**src/rtl/mem_pkg.sv**
```systemverilog
// Shared memory-op encodings and helpers for the data-memory port of the CPU.
// Op codes match the M-stage m_op field produced by the decoder.
package mem_pkg;

    typedef enum logic [3:0] {
        MEM_NONE = 4'd0,
        LW       = 4'd1,
        LH       = 4'd2,
        LHU      = 4'd3,
        LB       = 4'd4,
        LBU      = 4'd5,
        SW       = 4'd6,
        SH       = 4'd7,
        SB       = 4'd8
    } mem_op_e;

    localparam logic [4:0] EXC_NONE = 5'd0;
    localparam logic [4:0] EXC_ADEL = 5'd4;
    localparam logic [4:0] EXC_ADES = 5'd5;

    // Registered M/W fields; load data is sampled in M so W never re-reads DM.
    typedef struct packed {
        logic        valid;
        logic        reg_we;
        logic [4:0]  rd;
        logic [31:0] pc;
        mem_op_e     op;
        logic [1:0]  off;
        logic [31:0] result;
        logic [31:0] rdata;
    } mw_reg_t;

    function automatic logic is_load(input mem_op_e op);
        return (op == LW) || (op == LH) || (op == LHU) || (op == LB) || (op == LBU);
    endfunction

    function automatic logic is_store(input mem_op_e op);
        return (op == SW) || (op == SH) || (op == SB);
    endfunction

    // Word ops need off == 0; halfword ops need an even address.
    function automatic logic is_misaligned(input mem_op_e op, input logic [1:0] off);
        logic mis;
        mis = 1'b0;
        case (op)
            LW, SW:      mis = (off != 2'b00);
            LH, LHU, SH: mis = off[0];
            default:     mis = 1'b0;
        endcase
        return mis;
    endfunction

endpackage

```
**src/rtl/mem_stage_port_if.sv**
```systemverilog
// Data-memory bus plus GRF write-back/trace port driven by mem_stage_port.
// master = CPU side (mem_stage_port), slave = memory model / trace logger.
interface mem_stage_port_if;

    logic [31:0] m_data_addr;
    logic [31:0] m_data_wdata;
    logic [3:0]  m_data_byteen;
    logic [31:0] m_data_rdata;
    logic [31:0] m_inst_addr;

    logic        w_grf_we;
    logic [4:0]  w_grf_addr;
    logic [31:0] w_grf_wdata;
    logic [31:0] w_inst_addr;

    modport master (
        output m_data_addr,
        output m_data_wdata,
        output m_data_byteen,
        input  m_data_rdata,
        output m_inst_addr,
        output w_grf_we,
        output w_grf_addr,
        output w_grf_wdata,
        output w_inst_addr
    );

    modport slave (
        input  m_data_addr,
        input  m_data_wdata,
        input  m_data_byteen,
        output m_data_rdata,
        input  m_inst_addr,
        input  w_grf_we,
        input  w_grf_addr,
        input  w_grf_wdata,
        input  w_inst_addr
    );

endinterface

```
**src/rtl/load_extender.sv**
```systemverilog
// W-stage load decoder: picks the addressed lane of the sampled DM word and
// sign/zero-extends it; non-load ops pass the registered ALU/link result.
module load_extender
    import mem_pkg::*;
(
    input  logic [31:0] word,
    input  logic [1:0]  off,
    input  mem_op_e     op,
    input  logic [31:0] result,
    output logic [31:0] value
);

    logic [15:0] half;
    logic [7:0]  byte_sel;

    always_comb begin
        half = off[1] ? word[31:16] : word[15:0];
        case (off)
            2'd0:    byte_sel = word[7:0];
            2'd1:    byte_sel = word[15:8];
            2'd2:    byte_sel = word[23:16];
            default: byte_sel = word[31:24];
        endcase
    end

    always_comb begin
        value = result;
        case (op)
            LW:      value = word;
            LH:      value = {{16{half[15]}}, half};
            LHU:     value = {16'h0000, half};
            LB:      value = {{24{byte_sel[7]}}, byte_sel};
            LBU:     value = {24'h000000, byte_sel};
            default: value = result;
        endcase
    end

endmodule

```
**src/rtl/mem_stage_port.sv**
```systemverilog
// CPU-side data-memory initiator: M-stage store encoder and address checks,
// M/W pipeline register, and W-stage load decode onto the GRF write port.
module mem_stage_port
    import mem_pkg::*;
#(
    parameter int          DM_BYTES = 16384,
    parameter logic [31:0] PC_RESET = 32'h0000_3000
) (
    input  logic        clk,
    input  logic        reset,

    // m_valid = 0 is a bubble (also how upstream stalls appear); there is no
    // ready/stall back-pressure: every presented instruction advances to W.
    input  logic        m_valid,
    input  logic [31:0] m_pc,
    input  logic [3:0]  m_op,
    input  logic [31:0] m_addr,
    input  logic [31:0] m_store_data,
    input  logic [31:0] m_result,
    input  logic        m_reg_we,
    input  logic [4:0]  m_rd,

    output logic        m_exc,
    output logic [4:0]  m_exc_code,

    mem_stage_port_if.master bus
);

    mem_op_e     op_m;
    logic [1:0]  off_m;
    logic        load_m;
    logic        store_m;
    logic        misaligned_m;
    logic        range_err_m;
    logic        store_ok_m;

    assign op_m         = mem_op_e'(m_op);
    assign off_m        = m_addr[1:0];
    assign load_m       = is_load(op_m);
    assign store_m      = is_store(op_m);
    assign misaligned_m = is_misaligned(op_m, off_m);
    assign range_err_m  = (m_addr >= 32'(DM_BYTES));

    assign m_exc      = m_valid & (load_m | store_m) & (misaligned_m | range_err_m);
    assign m_exc_code = !m_exc  ? EXC_NONE :
                        store_m ? EXC_ADES : EXC_ADEL;

    assign bus.m_data_addr = m_addr;
    assign bus.m_inst_addr = m_pc;

    // Reset, bubbles and excepted stores must never reach memory.
    assign store_ok_m = ~reset & m_valid & ~m_exc & store_m;

    always_comb begin
        bus.m_data_byteen = 4'b0000;
        bus.m_data_wdata  = 32'h0000_0000;
        if (store_ok_m) begin
            case (op_m)
                SW: begin
                    bus.m_data_byteen = 4'b1111;
                    bus.m_data_wdata  = m_store_data;
                end
                SH: begin
                    bus.m_data_byteen = 4'b0011 << off_m;
                    bus.m_data_wdata  = {16'h0000, m_store_data[15:0]} << {off_m, 3'b000};
                end
                SB: begin
                    bus.m_data_byteen = 4'b0001 << off_m;
                    bus.m_data_wdata  = {24'h000000, m_store_data[7:0]} << {off_m, 3'b000};
                end
                default: begin
                    bus.m_data_byteen = 4'b0000;
                    bus.m_data_wdata  = 32'h0000_0000;
                end
            endcase
        end
    end

    mw_reg_t mw_q;

    // PC is captured even for excepted instructions so the trace still advances.
    always_ff @(posedge clk) begin
        if (reset) begin
            mw_q.valid  <= 1'b0;
            mw_q.reg_we <= 1'b0;
            mw_q.rd     <= 5'd0;
            mw_q.pc     <= PC_RESET;
            mw_q.op     <= MEM_NONE;
            mw_q.off    <= 2'd0;
            mw_q.result <= 32'h0000_0000;
            mw_q.rdata  <= 32'h0000_0000;
        end else begin
            mw_q.valid  <= m_valid & ~m_exc;
            mw_q.reg_we <= m_reg_we;
            mw_q.rd     <= m_rd;
            mw_q.pc     <= m_pc;
            mw_q.op     <= op_m;
            mw_q.off    <= off_m;
            mw_q.result <= m_result;
            mw_q.rdata  <= bus.m_data_rdata;
        end
    end

    logic [31:0] wb_value;

    load_extender u_load_extender (
        .word   (mw_q.rdata),
        .off    (mw_q.off),
        .op     (mw_q.op),
        .result (mw_q.result),
        .value  (wb_value)
    );

    // Only we is qualified; addr/data are always driven for the trace logger.
    assign bus.w_grf_we    = mw_q.valid & mw_q.reg_we & (mw_q.rd != 5'd0);
    assign bus.w_grf_addr  = mw_q.rd;
    assign bus.w_grf_wdata = wb_value;
    assign bus.w_inst_addr = mw_q.pc;

endmodule
```
**src/flat_wrapper.sv**
```systemverilog
// flat-port wrapper written by rule: the top's interface ports become plain ports
module mem_stage_port_flat import mem_pkg::*;
#(
    parameter int          DM_BYTES = 16384,
    parameter logic [31:0] PC_RESET = 32'h0000_3000
)
  (clk, reset, m_valid, m_pc, m_op, m_addr, m_store_data, m_result, m_reg_we, m_rd, m_exc, m_exc_code, bus_m_data_addr, bus_m_data_wdata, bus_m_data_byteen, bus_m_data_rdata, bus_m_inst_addr, bus_w_grf_we, bus_w_grf_addr, bus_w_grf_wdata, bus_w_inst_addr);
  mem_stage_port_if bus_i ();
  input  logic clk;
  input  logic reset;
  input  logic m_valid;
  input  logic [31:0] m_pc;
  input  logic [3:0] m_op;
  input  logic [31:0] m_addr;
  input  logic [31:0] m_store_data;
  input  logic [31:0] m_result;
  input  logic m_reg_we;
  input  logic [4:0] m_rd;
  output logic m_exc;
  output logic [4:0] m_exc_code;
  output wire logic [$bits(bus_i.m_data_addr)-1:0] bus_m_data_addr;
  output wire logic [$bits(bus_i.m_data_wdata)-1:0] bus_m_data_wdata;
  output wire logic [$bits(bus_i.m_data_byteen)-1:0] bus_m_data_byteen;
  input wire logic [$bits(bus_i.m_data_rdata)-1:0] bus_m_data_rdata;
  output wire logic [$bits(bus_i.m_inst_addr)-1:0] bus_m_inst_addr;
  output wire logic [$bits(bus_i.w_grf_we)-1:0] bus_w_grf_we;
  output wire logic [$bits(bus_i.w_grf_addr)-1:0] bus_w_grf_addr;
  output wire logic [$bits(bus_i.w_grf_wdata)-1:0] bus_w_grf_wdata;
  output wire logic [$bits(bus_i.w_inst_addr)-1:0] bus_w_inst_addr;
  assign bus_m_data_addr = bus_i.m_data_addr;
  assign bus_m_data_wdata = bus_i.m_data_wdata;
  assign bus_m_data_byteen = bus_i.m_data_byteen;
  assign bus_i.m_data_rdata = bus_m_data_rdata;
  assign bus_m_inst_addr = bus_i.m_inst_addr;
  assign bus_w_grf_we = bus_i.w_grf_we;
  assign bus_w_grf_addr = bus_i.w_grf_addr;
  assign bus_w_grf_wdata = bus_i.w_grf_wdata;
  assign bus_w_inst_addr = bus_i.w_inst_addr;
  mem_stage_port #(.DM_BYTES(DM_BYTES), .PC_RESET(PC_RESET)) u_core (.clk(clk), .reset(reset), .m_valid(m_valid), .m_pc(m_pc), .m_op(m_op), .m_addr(m_addr), .m_store_data(m_store_data), .m_result(m_result), .m_reg_we(m_reg_we), .m_rd(m_rd), .m_exc(m_exc), .m_exc_code(m_exc_code), .bus(bus_i));
endmodule
```
**config.mk**
```make
export PLATFORM = sky130hd
export DESIGN_NAME = mem_stage_port_flat
export DESIGN_NICKNAME = d
export VERILOG_FILES = /design/src/rtl/mem_pkg.sv /design/src/rtl/mem_stage_port_if.sv /design/src/rtl/load_extender.sv /design/src/rtl/mem_stage_port.sv /design/src/flat_wrapper.sv
export SDC_FILE = /design/constraint.sdc
export NUM_CORES = 1
export LEC_CHECK = 0
export BUFFER_PORTS_ARGS = -buffer_cell sky130_fd_sc_hd__buf_2
export CELL_PAD_IN_SITES_DETAIL_PLACEMENT = 1
export CELL_PAD_IN_SITES_GLOBAL_PLACEMENT = 2
export CORE_MARGIN = 2
export CORE_UTILIZATION = 21
export CTS_BUF_LIST = sky130_fd_sc_hd__clkbuf_8 sky130_fd_sc_hd__clkbuf_16
export CTS_CLUSTER_SIZE = 10
export DETAILED_ROUTE_END_ITERATION = 6
export HOLD_SLACK_MARGIN = 0.03
export MAX_ROUTING_LAYER = met4
export PLACE_DENSITY = 0.84
export SLEW_MARGIN = 0
export SYNTH_ARGS = -nofsm -noshare
export SYNTH_HDL_FRONTEND = slang
export SYNTH_SLANG_ARGS = --single-unit
```
**constraint.sdc**
```tcl
create_clock -name clk -period 1.77 [get_ports clk]
set_input_delay 0.0885 -clock clk [delete_from_list [all_inputs] [get_ports clk]]
set_output_delay 0.0885 -clock clk [all_outputs]
set_load 0.02 [all_outputs]
```
==> summary.txt <==
TritonCTS Buffers = 9
DRC = 0
Buffers on Ports = 345
Slowest cell on crit path = mux4_2
area share of the largest cell type after synthesis = 39.52%
max capacitance violation total = 0
Layout area overhead = 78.61%
total gr overflow = 0
CTS Sinks = 109
Post-Route WL = 24680 µm
Synth async-reset ratio = 0%
crit-path max FO = 13
Min Clock Period, post-route = 2183 ps
outcome = complete, but fails checks
Clock Path Buffers = 2
Fin. Hold Viols = 0
placed cell count = 1193
vias = 6015
Worst Path Buf+Inv = 2
cell family with most CP delay = multiplexers
Crit Path Category = flip-flop to primary output
smallest setup slack after layout = -413.4 ps
Avg Cell Area, Syn = 9.157 µm²
Worst-Margin Slew = 545.8 ps
worst IR drop on VDD = 502.9 µV
RSZ-0062 raised after global routing = yes
CP Launch Type = flip-flop
Area contributors post-synth = dfxtp_1, buf_4, nor2b_1
sw power = 2.131 mW
die area = 0.02761 mm²
Slew headroom = 63.52%
Combinational Power Share = 28.5%
fin cells = 1341
H-tree depth = 3
Die Height = 166.2 µm
die width = 166.2 µm
vias in the first global route = 6602
Via density = 4.485
Filler cells = 2966
share of cells above drive strength 1 = 54.30%
Final Util = 38.06%
dominant cell type by area after synthesis = dfxtp_1
f_max = 0.4580 GHz
synthesized instance count = 603
Flop pwr share = 40.2%
EDFF count, synth = 0
Pre-Repair DR Iteration Count = 5
pin count of the biggest net entering global routing = 109
I/O pin cnt = 349
GPL Wtd Cong = 0.9175
Primary FF master, synth = dfxtp_1
clock-pin transition on the worst setup and hold timing paths = 80 ps
Final ANT Viol Nets = 0
synth warn = 0
most common cell in the netlist = dfxtp_1
static leakage = 4.383 nW
initial antenna violation count = 6
crit path DAT = 2090 ps
routed len/inst = 18.41 µm
post-DP HPWL = 16950 µm
Setup crit end kind = primary output
first-pass GRT wire length = 37250 µm
root buf cell = clkbuf_16
nets@finish = 1168
Sw Ratio = 32.18%
Hold Path Class = input port to flip-flop
CTS tree = done
fin crit share = 123.4%
Min Hold Slack = 46.36 ps
Critical Path Max Stage Delay = 510 ps
violated checks = setup timing
pwr/cell area = 671.5 mW/mm²
Worst EP required = 1680 ps
Pins Over Slew Limit = 0
cell area after synthesis = 0.005522 mm²
unique cell type count in the Yosys netlist = 46
initial core utilization = 21.31%
GRT Overall Usage = 17.70%
multi-input logic area = 0.002968 mm²
sequential-to-total area share from yosys stat = 39.52%
#FFs+latches synth = 109
core area = 0.02591 mm²
Clock power frac = 31.3%
Post-synth top cells = dfxtp_1, buf_4, nor2b_1, a22oi_1, nor3_1
floorplan row count = 59
P_int = 4.491 mW
Iter 0 DRT Violations = 262
register area = 0.002197 mm²
worst path cell trace = mux4_2, nand3b_1, a211oi_4, buf_12, a221o_1, buf_6
final setup fails = 54
[cell families after synthesis]
group,after synthesis,share of synthesized area [%]
AND/OR/NAND/NOR,201,21.62
buffers and inverters,173,19.65
AO/OA/AOI/OAI,110,15.68
flip-flops,109,39.52
multiplexers,9,3.467
other,1,0.06792
[final cells by class]
cell class                 count  area share [%]
sequential                   109           22.28
antenna                        6          0.1522
clock buffer                   9           2.284
inverter                      25          0.9515
tap                          335           4.250
multi-input combinational    324           30.09
timing repair buffer         526           39.20
clock inverter                 7          0.7866
[routing by layer]
| metal | vias up | GRT usage [%] | wire length [µm] |
|---|---|---|---|
| met1 | 2888 | 18.81 | 9379 |
| met3 | 52 | 3.122 | 1475 |
| met4 | 0 | 8.582 | 905 |
| met2 | 280 | 31.72 | 12920 |
| met5 | - | - | 0 |
| li1 | 2795 | - | - |
[sequential cells by signal (all words and copies together) (netlist names)]
signal	count
u_core.bus.w_grf_addr	5
u_core.bus.w_inst_addr	32
u_core.mw_q	72
[metrics by stage]
stage / TNS, ps / setup slack [ps] / area (µm²) / power, mW
final: -10790 / -413.4 / 9862 / 6.622
after global placement: -3549 / -251.3 / 7361 / 4.083
after floorplan: -1289 / -178.5 / 5688 / 3.596
after detailed placement: -5708 / -285.3 / 7361 / 4.110
after global routing: -14370 / -479.1 / 9862 / 6.932
after CTS: -9921 / -382.5 / 9121 / 6.522
[repair_timing]
item                                    4_1_cts  5_1_grt
gates cloned                                  2        1
hold endpoints to repair                    101        0
hold buffers                                101        0
setup buffers                                13       15
endpoints found under the setup margin       70       70
gates resized for setup                      82      149
pin swaps                                    18       40
[final timing paths]
check                                 startpoint  slack [ps]                         end  depth (start not counted)
worst min-delay path                     m_op[3]          50  u_core.mw_q[69]$_SDFF_PP0_                          2
worst max-delay path  u_core.mw_q[64]$_SDFF_PP0_        -410         bus_w_grf_wdata[29]                          6
[placed cells by master (no fill, tap or decap), drive strengths merged, types with 2 or more instances in the layout]
master / Yosys / final
clkinv: 0 / 3
inv: 25 / 28
conb: 1 / 3
nand2b: 2 / 2
dfxtp: 109 / 109
or2: 2 / 2
o21ai: 9 / 9
o31ai: 10 / 11
mux4: 8 / 8
nor4: 15 / 15
dlygate4sd3: 0 / 101
diode: 0 / 6
o32ai: 8 / 8
a211o: 2 / 2
nor4b: 4 / 4
nand3b: 6 / 6
or3b: 2 / 2
a21oi: 16 / 16
nor2b: 106 / 106
a221o: 16 / 16
a22oi: 31 / 31
nor2: 17 / 17
nor3: 30 / 30
buf: 124 / 424
nand2: 10 / 10
a41oi: 3 / 3
a222oi: 8 / 8
clkbuf: 24 / 10
[power by group through the flow]
stage	combinational (mW)	sequential (mW)	clock, mW
6_report	1.88	2.66	2.07
5_1_grt	2.00	2.68	2.25
4_1_cts	1.71	2.66	2.15
3_5_place_dp	1.39	2.72	0
3_3_place_gp	1.37	2.71	0
2_1_floorplan	0.919	2.68	0
Power figures use the tool's default switching activity.
